### config.mk
export PLATFORM = sky130hd
export DESIGN_NAME = dz_count_ctrl
export DESIGN_NICKNAME = d
export VERILOG_FILES = /design/src/rtl/dz_count_ctrl_pkg.sv /design/src/rtl/dz_prescaler.sv /design/src/rtl/dz_count_ctrl.sv
export SDC_FILE = /design/constraint.sdc
export NUM_CORES = 1
export LEC_CHECK = 0
export ABC_CLOCK_PERIOD_IN_PS = 3900
export BUFFER_PORTS_ARGS = -buffer_cell sky130_fd_sc_hd__buf_4
export CAP_MARGIN = 5
export CORE_ASPECT_RATIO = 1.2
export CORE_UTILIZATION = 45
export CTS_CLUSTER_DIAMETER = 40
export DETAILED_ROUTE_END_ITERATION = 6
export HOLD_SLACK_MARGIN = 0.03
export PLACE_DENSITY_LB_ADDON = 0.25
export SYNTH_ARGS = -nofsm -noshare
export SYNTH_HDL_FRONTEND = slang
export SYNTH_HIERARCHICAL = 1
export SYNTH_SLANG_ARGS = --single-unit
### constraint.sdc
create_clock -name clk -period 3.9 [get_ports clk]
set_clock_uncertainty 0.15 [all_clocks]
set_input_delay 0 -clock clk [delete_from_list [all_inputs] [get_ports clk]]
set_output_delay 0 -clock clk [all_outputs]
set_load 0.005 [all_outputs]
### src/rtl/dz_count_ctrl_pkg.sv
// Shared definitions for the count-game digit sequencer: FSM state encoding,
// digit code width and small elaboration helpers.
package dz_count_ctrl_pkg;

  typedef enum logic [1:0] {
    ST_IDLE   = 2'd0,
    ST_COUNT  = 2'd1,
    ST_PAUSED = 2'd2,
    ST_FLASH  = 2'd3
  } dz_state_e;

  localparam int DZ_NUM_W = 3;

  function automatic int dz_max(input int a, input int b);
    return (a > b) ? a : b;
  endfunction

endpackage

### src/rtl/dz_prescaler.sv
// Clock-divider counter shared by the countdown and flash phases. The terminal
// value is a run-time input so one instance can serve both divide ratios.
module dz_prescaler #(
  parameter int W = 10
) (
  input  logic         clk,
  input  logic         rst_n,
  input  logic         clr,
  input  logic         en,
  input  logic [W-1:0] div_m1,
  output logic [W-1:0] count,
  output logic         tc
);

  assign tc = en && (count == div_m1);

  always_ff @(posedge clk or negedge rst_n) begin
    if (!rst_n) begin
      count <= '0;
    end else if (clr) begin
      count <= '0;
    end else if (en) begin
      if (count == div_m1) count <= '0;
      else                 count <= count + 1'b1;
    end
  end

endmodule

### src/rtl/dz_count_ctrl.sv
// Countdown/flash sequencer feeding the digit-select and blank inputs of the
// dot-matrix row-scan driver; runs on the driver's scan clock.
module dz_count_ctrl
  import dz_count_ctrl_pkg::*;
#(
  parameter int START_NUM    = 6,
  parameter int TICK_DIV     = 1000,
  parameter int BLINK_DIV    = 250,
  parameter int FLASH_CYCLES = 3
) (
  input  logic       clk,
  input  logic       rst_n,
  input  logic       start,
  input  logic       pause,
  output logic [2:0] disp_num,
  output logic       disp_blank,
  output logic       busy,
  output logic       done,
  output logic [1:0] dbg_state
);

  localparam int PRE_W = $clog2(dz_max(TICK_DIV, BLINK_DIV));
  localparam int PH_W  = $clog2(2 * FLASH_CYCLES + 1);

  localparam logic [PRE_W-1:0]    TICK_M1    = PRE_W'(TICK_DIV - 1);
  localparam logic [PRE_W-1:0]    BLINK_M1   = PRE_W'(BLINK_DIV - 1);
  localparam logic [PH_W-1:0]     PH_LAST    = PH_W'(2 * FLASH_CYCLES - 1);
  localparam logic [DZ_NUM_W-1:0] START_V    = DZ_NUM_W'(START_NUM);
  localparam bit                  START_ZERO = (START_NUM == 0);

  generate
    if (START_NUM < 0 || START_NUM > 7) begin : g_bad_start
      $error("dz_count_ctrl: START_NUM must be 0..7");
    end
    if (TICK_DIV < 2) begin : g_bad_tick
      $error("dz_count_ctrl: TICK_DIV must be >= 2");
    end
    if (BLINK_DIV < 1) begin : g_bad_blink
      $error("dz_count_ctrl: BLINK_DIV must be >= 1");
    end
    if (FLASH_CYCLES < 1) begin : g_bad_flash
      $error("dz_count_ctrl: FLASH_CYCLES must be >= 1");
    end
  endgenerate

  dz_state_e         state;
  logic              start_q;
  logic [PH_W-1:0]   phase;
  logic              start_rise;
  logic              pre_clr;
  logic              pre_en;
  logic [PRE_W-1:0]  pre_div_m1;
  logic [PRE_W-1:0]  pre_count;
  logic              pre_tc;

  assign start_rise = start & ~start_q;

  // The resume edge out of PAUSED counts, so a pause costs exactly its own length.
  assign pre_clr    = start_rise || (state == ST_IDLE);
  assign pre_en     = (((state == ST_COUNT) || (state == ST_PAUSED)) && !pause)
                      || (state == ST_FLASH);
  assign pre_div_m1 = (state == ST_FLASH) ? BLINK_M1 : TICK_M1;

  dz_prescaler #(
    .W (PRE_W)
  ) u_prescaler (
    .clk    (clk),
    .rst_n  (rst_n),
    .clr    (pre_clr),
    .en     (pre_en),
    .div_m1 (pre_div_m1),
    .count  (pre_count),
    .tc     (pre_tc)
  );

  assign dbg_state = state;

  always_ff @(posedge clk or negedge rst_n) begin
    if (!rst_n) begin
      state      <= ST_IDLE;
      start_q    <= 1'b0;
      phase      <= '0;
      disp_num   <= '0;
      disp_blank <= 1'b0;
      busy       <= 1'b0;
      done       <= 1'b0;
    end else begin
      start_q <= start;
      done    <= 1'b0;
      if (start_rise) begin
        disp_num <= START_V;
        phase    <= '0;
        busy     <= 1'b1;
        if (START_ZERO) begin
          state      <= ST_FLASH;
          disp_blank <= 1'b1;
        end else begin
          state      <= ST_COUNT;
          disp_blank <= 1'b0;
        end
      end else begin
        case (state)
          ST_IDLE: begin
            busy <= 1'b0;
          end
          ST_COUNT, ST_PAUSED: begin
            if (pause) begin
              state <= ST_PAUSED;
            end else begin
              state <= ST_COUNT;
              if (pre_tc) begin
                // Digit 1 never decrements to 0 here; reaching 0 always enters FLASH.
                if (disp_num > 3'd1) begin
                  disp_num <= disp_num - 1'b1;
                end else begin
                  disp_num   <= '0;
                  state      <= ST_FLASH;
                  disp_blank <= 1'b1;
                  phase      <= '0;
                end
              end
            end
          end
          ST_FLASH: begin
            if (pre_tc) begin
              if (phase == PH_LAST) begin
                state      <= ST_IDLE;
                disp_blank <= 1'b0;
                busy       <= 1'b0;
                done       <= 1'b1;
                phase      <= '0;
              end else begin
                phase      <= phase + 1'b1;
                disp_blank <= ~disp_blank;
              end
            end
          end
          default: state <= ST_IDLE;
        endcase
      end
    end
  end

endmodule
# ---- Word level (Yosys, flattened, before mapping)
# Index checks and enable logic that the tools add are counted.
dict set report word_totals {
  regBits 22
  input_bits 4
  output_inout_bits 8
  wordCells 81
}
dict set report op_classes {
  addsub 3
  magnitude_cmp 1
  n_eq_ne 11
  muxes 38
  n_bitwise 3
  reduce_logical 17
}
# op count
set ops {}
lappend ops {{2-to-1 mux 10 bit} 4}
lappend ops {{2-to-1 mux 3 bit} 11}
lappend ops {{2-to-1 mux 1 bit} 13}
lappend ops {{2-to-1 mux 2 bit} 6}
lappend ops {{inequality test 3 bit, second input constant} 4}
lappend ops {{adder 10 x 1 -> 10 bit, second input constant} 1}
lappend ops {{== test 10 bit} 1}
lappend ops {{AND reduction 3 bit} 3}
lappend ops {{case mux 3 bit (2 select lines)} 1}
lappend ops {{nonzero test 2 bit} 3}
lappend ops {{nonzero test 3 bit} 2}
lappend ops {{AND reduction 5 bit} 1}
lappend ops {{== test 2 bit, second input constant} 2}
lappend ops {{case mux 1 bit (2 select lines)} 2}
lappend ops {{case mux 2 bit (2 select lines)} 1}
lappend ops {{adder 3 x 1 -> 3 bit, second input constant} 1}
lappend ops {{== test 3 bit, second input constant} 1}
lappend ops {{greater-than comparator 3 x 1 -> 1 bit, second input constant} 1}
lappend ops {{logical OR 1 bit} 3}
lappend ops {{inequality test 3 x 2 -> 1 bit, second input constant} 1}
lappend ops {{subtractor 3 x 1 -> 3 bit, second input constant} 1}
lappend ops {{== test 2 x 1 -> 1 bit, second input constant} 1}
lappend ops {{logical AND 1 bit} 2}
lappend ops {{logical NOT 2 bit} 1}
lappend ops {{other kinds (5)} 6}

# ---- Depth between registers and ports, before layout
dict set report logic_depth {
  word_depth 9
  ltp_mapped 10
}

# ---- By module
# Netlist, hierarchy kept.
# mod instances cells_per_inst area_each_um2 seq_area_each_um2
set by_module_without_submodules {}
lappend by_module_without_submodules {dz_prescaler 1 69 690.7 250.2}
lappend by_module_without_submodules {dz_count_ctrl 1 72 686.9 300.3}

# ---- Worst setup path after synthesis
# Ideal clock, no wire load.
dict set report synth_path {
  kind {register to register}
  startpoint {reg state[0] (netlist: dbg_state[0])}
  endpoint {reg phase[2]}
  setup_time_ps 135
  arrival_ps 2898
  required_ps 3615
  slack_ps 716
  path_stages_with_launch 11
  n_path_buf 0
  period_less_slack_ps 3184
  cell_sequence {dfrtp_1 inv_1 ha_1 inv_1 o21ai_0 inv_1 nor4_1 nand4bb_1 o211a_1 a31oi_1 o32ai_2}
}
dict set report synth_between {
  elab_chain_cells 7
}
# element line_no
set synth_rtl {}
lappend synth_rtl {{from (decl)} dz_count_ctrl.sv:46} ;# dz_state_e state;
lappend synth_rtl {{from (signal assigned)} dz_count_ctrl.sv:80} ;# state <= ST_IDLE;
lappend synth_rtl {{from (signal assigned)} dz_count_ctrl.sv:95} ;# state <= ST_FLASH;
lappend synth_rtl {{from (signal assigned)} dz_count_ctrl.sv:98} ;# state <= ST_COUNT;
lappend synth_rtl {{== test 2 x 1 -> 1 bit or == test 2 bit (tied branches)} dz_count_ctrl.sv:60} ;# assign pre_en = (((state == ST_COUNT) || (state == ST_PAUSED)) && !pause)
lappend synth_rtl {{logical OR 1 bit} dz_count_ctrl.sv:60}
lappend synth_rtl {{logical AND 1 bit} dz_count_ctrl.sv:60}
lappend synth_rtl {{logical OR 1 bit (*)} dz_count_ctrl.sv:61} ;# || (state == ST_FLASH);
lappend synth_rtl {{named net pre_en} dz_count_ctrl.sv:51} ;# logic pre_en;
lappend synth_rtl {{logical AND 1 bit (*)} dz_prescaler.sv:15} ;# assign tc = en && (count == div_m1);
lappend synth_rtl {{named net pre_tc} dz_count_ctrl.sv:54} ;# logic pre_tc;
lappend synth_rtl {{inequality test 3 bit (no source line)} --}
lappend synth_rtl {{AND reduction 5 bit (no source line) (*)} --}
lappend synth_rtl {{to (signal assigned)} dz_count_ctrl.sv:133} ;# phase <= phase + 1'b1;
lappend synth_rtl {{to (decl)} dz_count_ctrl.sv:48} ;# logic [PH_W-1:0] phase;
# Mark *: on every way through the listed nets, which the timed path passes. The rest lies on a longest branch.
# A chain may end at the register's enable or synchronous reset.

# ---- Worst setup path in the final report
dict set report layout_path {
  startpoint {reg state[0] (netlist: dbg_state[0])}
  endpoint {reg phase[1]}
}
# element line_no
set layout_rtl {}
lappend layout_rtl {{== test 2 bit (*)} dz_count_ctrl.sv:62} ;# assign pre_div_m1 = (state == ST_FLASH) ? BLINK_M1 : TICK_M1;
lappend layout_rtl {{2-to-1 mux 10 bit (*)} dz_count_ctrl.sv:62}
lappend layout_rtl {{named net pre_div_m1[3]} dz_count_ctrl.sv:52} ;# logic [PRE_W-1:0] pre_div_m1;
lappend layout_rtl {{== test 10 bit (*)} dz_prescaler.sv:15}
lappend layout_rtl {{logical AND 1 bit (*)} dz_prescaler.sv:15}
lappend layout_rtl {{named net pre_tc} dz_count_ctrl.sv:54}
lappend layout_rtl {{inequality test 3 bit (no source line)} --}
lappend layout_rtl {{AND reduction 5 bit (no source line) (*)} --}
# Marks and branches as above.

==> load_flow_metrics.sql <==
INSERT INTO impl_metrics (metric_group, metric, value, unit) VALUES
('place', 'io_buffers', '11', ''),
('setup_path', 'timing.setup.critical_path_class', 'reg2reg', ''),
('setup_path', 'crit_path_cells', 'ha_1, inv_1, o21ai_0, inv_1, nor4_1, buf_4, nand4bb_1, o211a_1, a31oi_1, o22ai_1', ''),
('grt', 'top_usage_layer', 'met2', ''),
('floorplanning', 'die_area', '0.00329', 'mm^2'),
('place', 'dp_hpwl', '2070', 'um'),
('setup_path', 'worstPathArrival', '3.37', 'ns'),
('floorplanning', 'site_row_count', '21', ''),
('grt', 'via_count_of_the_first_global_routing_pass', '1037', ''),
('clocking', 'ctsResizeCount', '0', ''),
('sta', 'timing.fmax', '0.301', 'GHz'),
('synthesis', 'synthesis.instances', '141', ''),
('grt', 'globalRoute.totalOverflow', '0', ''),
('sta', 'final-hold-violation-count', '0', ''),
('clocking', 'cts_made_buffers', '3', ''),
('setup_path', 'setup.worst_path.start_class', 'flip-flop', ''),
('grt', 'grt_antenna_before_repair', '0', ''),
('floorplanning', 'floorplan.io_pins', '12', ''),
('setup_path', 'critical_path.startpoint', 'dbg_state[0]', ''),
('synthesis', 'ys_dominant_reg_cell', 'sky130_fd_sc_hd__dfrtp_1', ''),
('sta', 'period_share', '85.3', '%'),
('power_and_ir_drop', 'power.static_leakage', '0.658', 'nW'),
('route', 'dr_total_vias', '1054', ''),
('outcome', 'run_status', 'finished clean', ''),
('clocking', 'cts.reportedPaths.clkPinSlew', '0.12', 'ns'),
('setup_path', 'critical_path_peak_fanout', '11', ''),
('setup_path', 'crit_family', 'compound AO/OA/AOI/OAI gates', ''),
('route', 'via_density', '5.43', ''),
('sta', 'final_period_minus_worst_setup_slack', '3.33', 'ns'),
('synthesis', 'synthesis.area_per_instance', '9.77', 'um^2'),
('synthesis', 'yosys_warnings', '6', ''),
('clocking', 'clock-root-buffer', 'sky130_fd_sc_hd__clkbuf_4', ''),
('sta', 'timing.slew.headroom', '34.0', '%'),
('clocking', 'cts.htree.levels', '1', ''),
('grt', 'grt_pass1_wl', '4510', 'um'),
('grt', 'met1_usage', '21.0', '%'),
('grt', 'grt_util_all_layers', '18.6', '%'),
('setup_path', 'worst_path_max_delay_cell', 'sky130_fd_sc_hd__dfrtp_1', ''),
('layout', 'layout.core_utilization', '55.1', '%'),
('layout', 'design.final.nets', '171', ''),
('setup_path', 'critical-path-max-stage-delay', '0.44', 'ns'),
('setup_path', 'cell_occurring_most_often_along_the_worst_timing_path', 'sky130_fd_sc_hd__inv_1', ''),
('clocking', 'clock_insertion_delay_worst_skew', '0.30', 'ns'),
('layout', 'layout-area-overhead-vs-synth', '13.5', '%'),
('setup_path', 'end_kind', 'flip-flop', ''),
('power_and_ir_drop', 'power_density_over_the_cells', '520', 'mW/mm^2'),
('synthesis', 'postSynth.asyncResetShare', '100', '%'),
('sta', 'setup_repair_after_global_routing_missed_its_margin', 'false', ''),
('route', 'wire_per_inst', '14.4', 'um'),
('synthesis', 'ys_seq_area_share', '40.0', '%'),
('clocking', 'clock_path_buffers', '2', ''),
('worst_hold_path', 'worst_min_path_start', 'start', ''),
('sta', 'final-setup-viol-count', '0', ''),
('floorplanning', 'dieWidth', '52.5', 'um'),
('floorplanning', 'die_height', '62.6', 'um'),
('place', 'post_dp_cell_area', '0.00150', 'mm^2'),
('synthesis', 'synth.ff_latch_count', '22', ''),
('route', 'drcViolationCount', '0', ''),
('sta', 'totalNegativeSetupSlack', '0', 'ns'),
('sta', 'final_max_slew_viol_count', '0', ''),
('route', 'detail-route-antenna-nets', '0', ''),
('route', 'drt_iter0_markers', '20', ''),
('grt', 'globalRouteMet3Util', '3.41', '%'),
('grt', 'groute.layer.met2.usage', '32.6', '%'),
('route', 'first_pass_iters', '4', ''),
('grt', 'pin_count_of_the_biggest_net_entering_global_routing', '23', ''),
('layout', 'post-route-cell-area', '0.00156', 'mm^2'),
('synthesis', 'syn-cell-area', '0.00138', 'mm^2'),
('sta', 'timing_worst_slew_pin_value', '0.987', 'ns'),
('run', 'cap_violations', '0', ''),
('worst_hold_path', 'hold_class', 'in2reg', '');
worst register-to-register path, cell delays in order (launching register included):
cell	delay [ns]
sky130_fd_sc_hd__dfrtp_1	0.44
sky130_fd_sc_hd__ha_1	0.44
sky130_fd_sc_hd__inv_1	0.35
sky130_fd_sc_hd__o21ai_0	0.39
sky130_fd_sc_hd__inv_1	0.23
sky130_fd_sc_hd__nor4_1	0.32
sky130_fd_sc_hd__buf_4	0.19
sky130_fd_sc_hd__nand4bb_1	0.11
sky130_fd_sc_hd__o211a_1	0.25
sky130_fd_sc_hd__a31oi_1	0.22
sky130_fd_sc_hd__o22ai_1	0.12
cell families after synthesis:
kind of cell	after synthesis	share of synthesized area (%)
and+or+nand+nor	53	21.2
other	1	0.272
DFF	22	40.0
xor gates and xnor gates	17	13.3
buffers and inverters	15	4.72
AOI/OAI and AO/OA	27	15.3
muxes	1	0.817
adders and majority gates	5	4.54
worst paths after layout:
path / to / cells past startpoint / slack, ns
min: start_q / 2 / 0.21
min in group asynchronous: u_prescaler/count[7] / 3 / 0.77
min reg2reg: busy / 1 / 0.34
max reg2reg: phase[1] / 10 / 0.57
max in group asynchronous: dbg_state[1] / 3 / 2.23
max: phase[1] / 10 / 0.57
synth_stat cells, types with 2 or more instances:
| cell | number | area share, % |
|---|---|---|
| sky130_fd_sc_hd__dfrtp_1 | 22 | 40 |
| sky130_fd_sc_hd__inv_1 | 12 | 3.3 |
| sky130_fd_sc_hd__xnor2_1 | 12 | 7.6 |
| sky130_fd_sc_hd__nand2_1 | 11 | 3.0 |
| sky130_fd_sc_hd__nor2_1 | 9 | 2.5 |
| sky130_fd_sc_hd__nand3_1 | 8 | 2.9 |
| sky130_fd_sc_hd__a21oi_1 | 7 | 2.5 |
| sky130_fd_sc_hd__nor3_1 | 6 | 2.2 |
| sky130_fd_sc_hd__ha_1 | 5 | 4.5 |
| sky130_fd_sc_hd__o21ai_0 | 4 | 1.5 |
| sky130_fd_sc_hd__nand4_1 | 3 | 1.4 |
| sky130_fd_sc_hd__nor2b_1 | 2 | 0.91 |
| sky130_fd_sc_hd__nor4_1 | 2 | 0.91 |
| sky130_fd_sc_hd__o21ai_1 | 2 | 0.73 |
| sky130_fd_sc_hd__o31ai_1 | 2 | 1.1 |
| sky130_fd_sc_hd__or3_1 | 2 | 0.91 |
| sky130_fd_sc_hd__xnor2_2 | 2 | 2.4 |
| sky130_fd_sc_hd__xor2_1 | 2 | 1.3 |
state kept, by name, indices dropped and copies added, names as in the netlist:
name	cells
phase	3
dbg_state	2
done	1
start_q	1
disp_blank	1
disp_num	3
u_prescaler/count	10
busy	1
timing repair:
action | in CTS | in global routing
setup buffers | 0 | 0
hold endpoints to repair | 27 | 0
hold buffers | 4 | 0
endpoints found under the setup margin | 0 | 0
metrics by stage:
step                total power, mW  cells  setup WS [ns]  hold WS [ns]
floorplan                     0.618    144          0.716        -0.446
global placement              0.698    187          0.670        -0.244
detailed placement            0.710    187          0.606        -0.238
CTS                           0.817    194          0.591         0.197
global route                  0.872    194          0.315         0.187
finish                        0.813    194          0.573         0.211
placed cells by master, fill, tap and decap left out, drive strengths merged, types with 2 or more instances in the layout:
master       instances
dlygate4sd3          4
nor3                 6
conb                 4
o32ai                2
or3                  2
buf                 12
xnor2               15
nor2                 9
nand3                8
nor4                 2
nor2b                2
dfrtp               22
inv                 12
a21oi                7
xor2                 2
o21ai                6
ha                   5
o31ai                3
nand4                4
nand2               12
clkbuf               3
metal layers:
layer  vias up  routed length (um)
met5         -                   0
met4         0                  18
met3         2                  60
met2        10                1480
met1       515                1230
li1        527                   -
report_power, final:
group	switching, mW	internal [mW]
Combinational	0.230	0.172
Sequential	0.0468	0.261
Clock	0.0665	0.0360
cell type report:
class	count	area (um^2)
Timing Repair Buffer	16	130
Sequential cell	22	551
Fill cell	264	1270
Clock buffer	3	22.5
Inverter	12	45.0
Multi-Input combinational cell	107	773
Tap cell	34	42.5
Note: power is estimated with default switching activity, not from simulation.
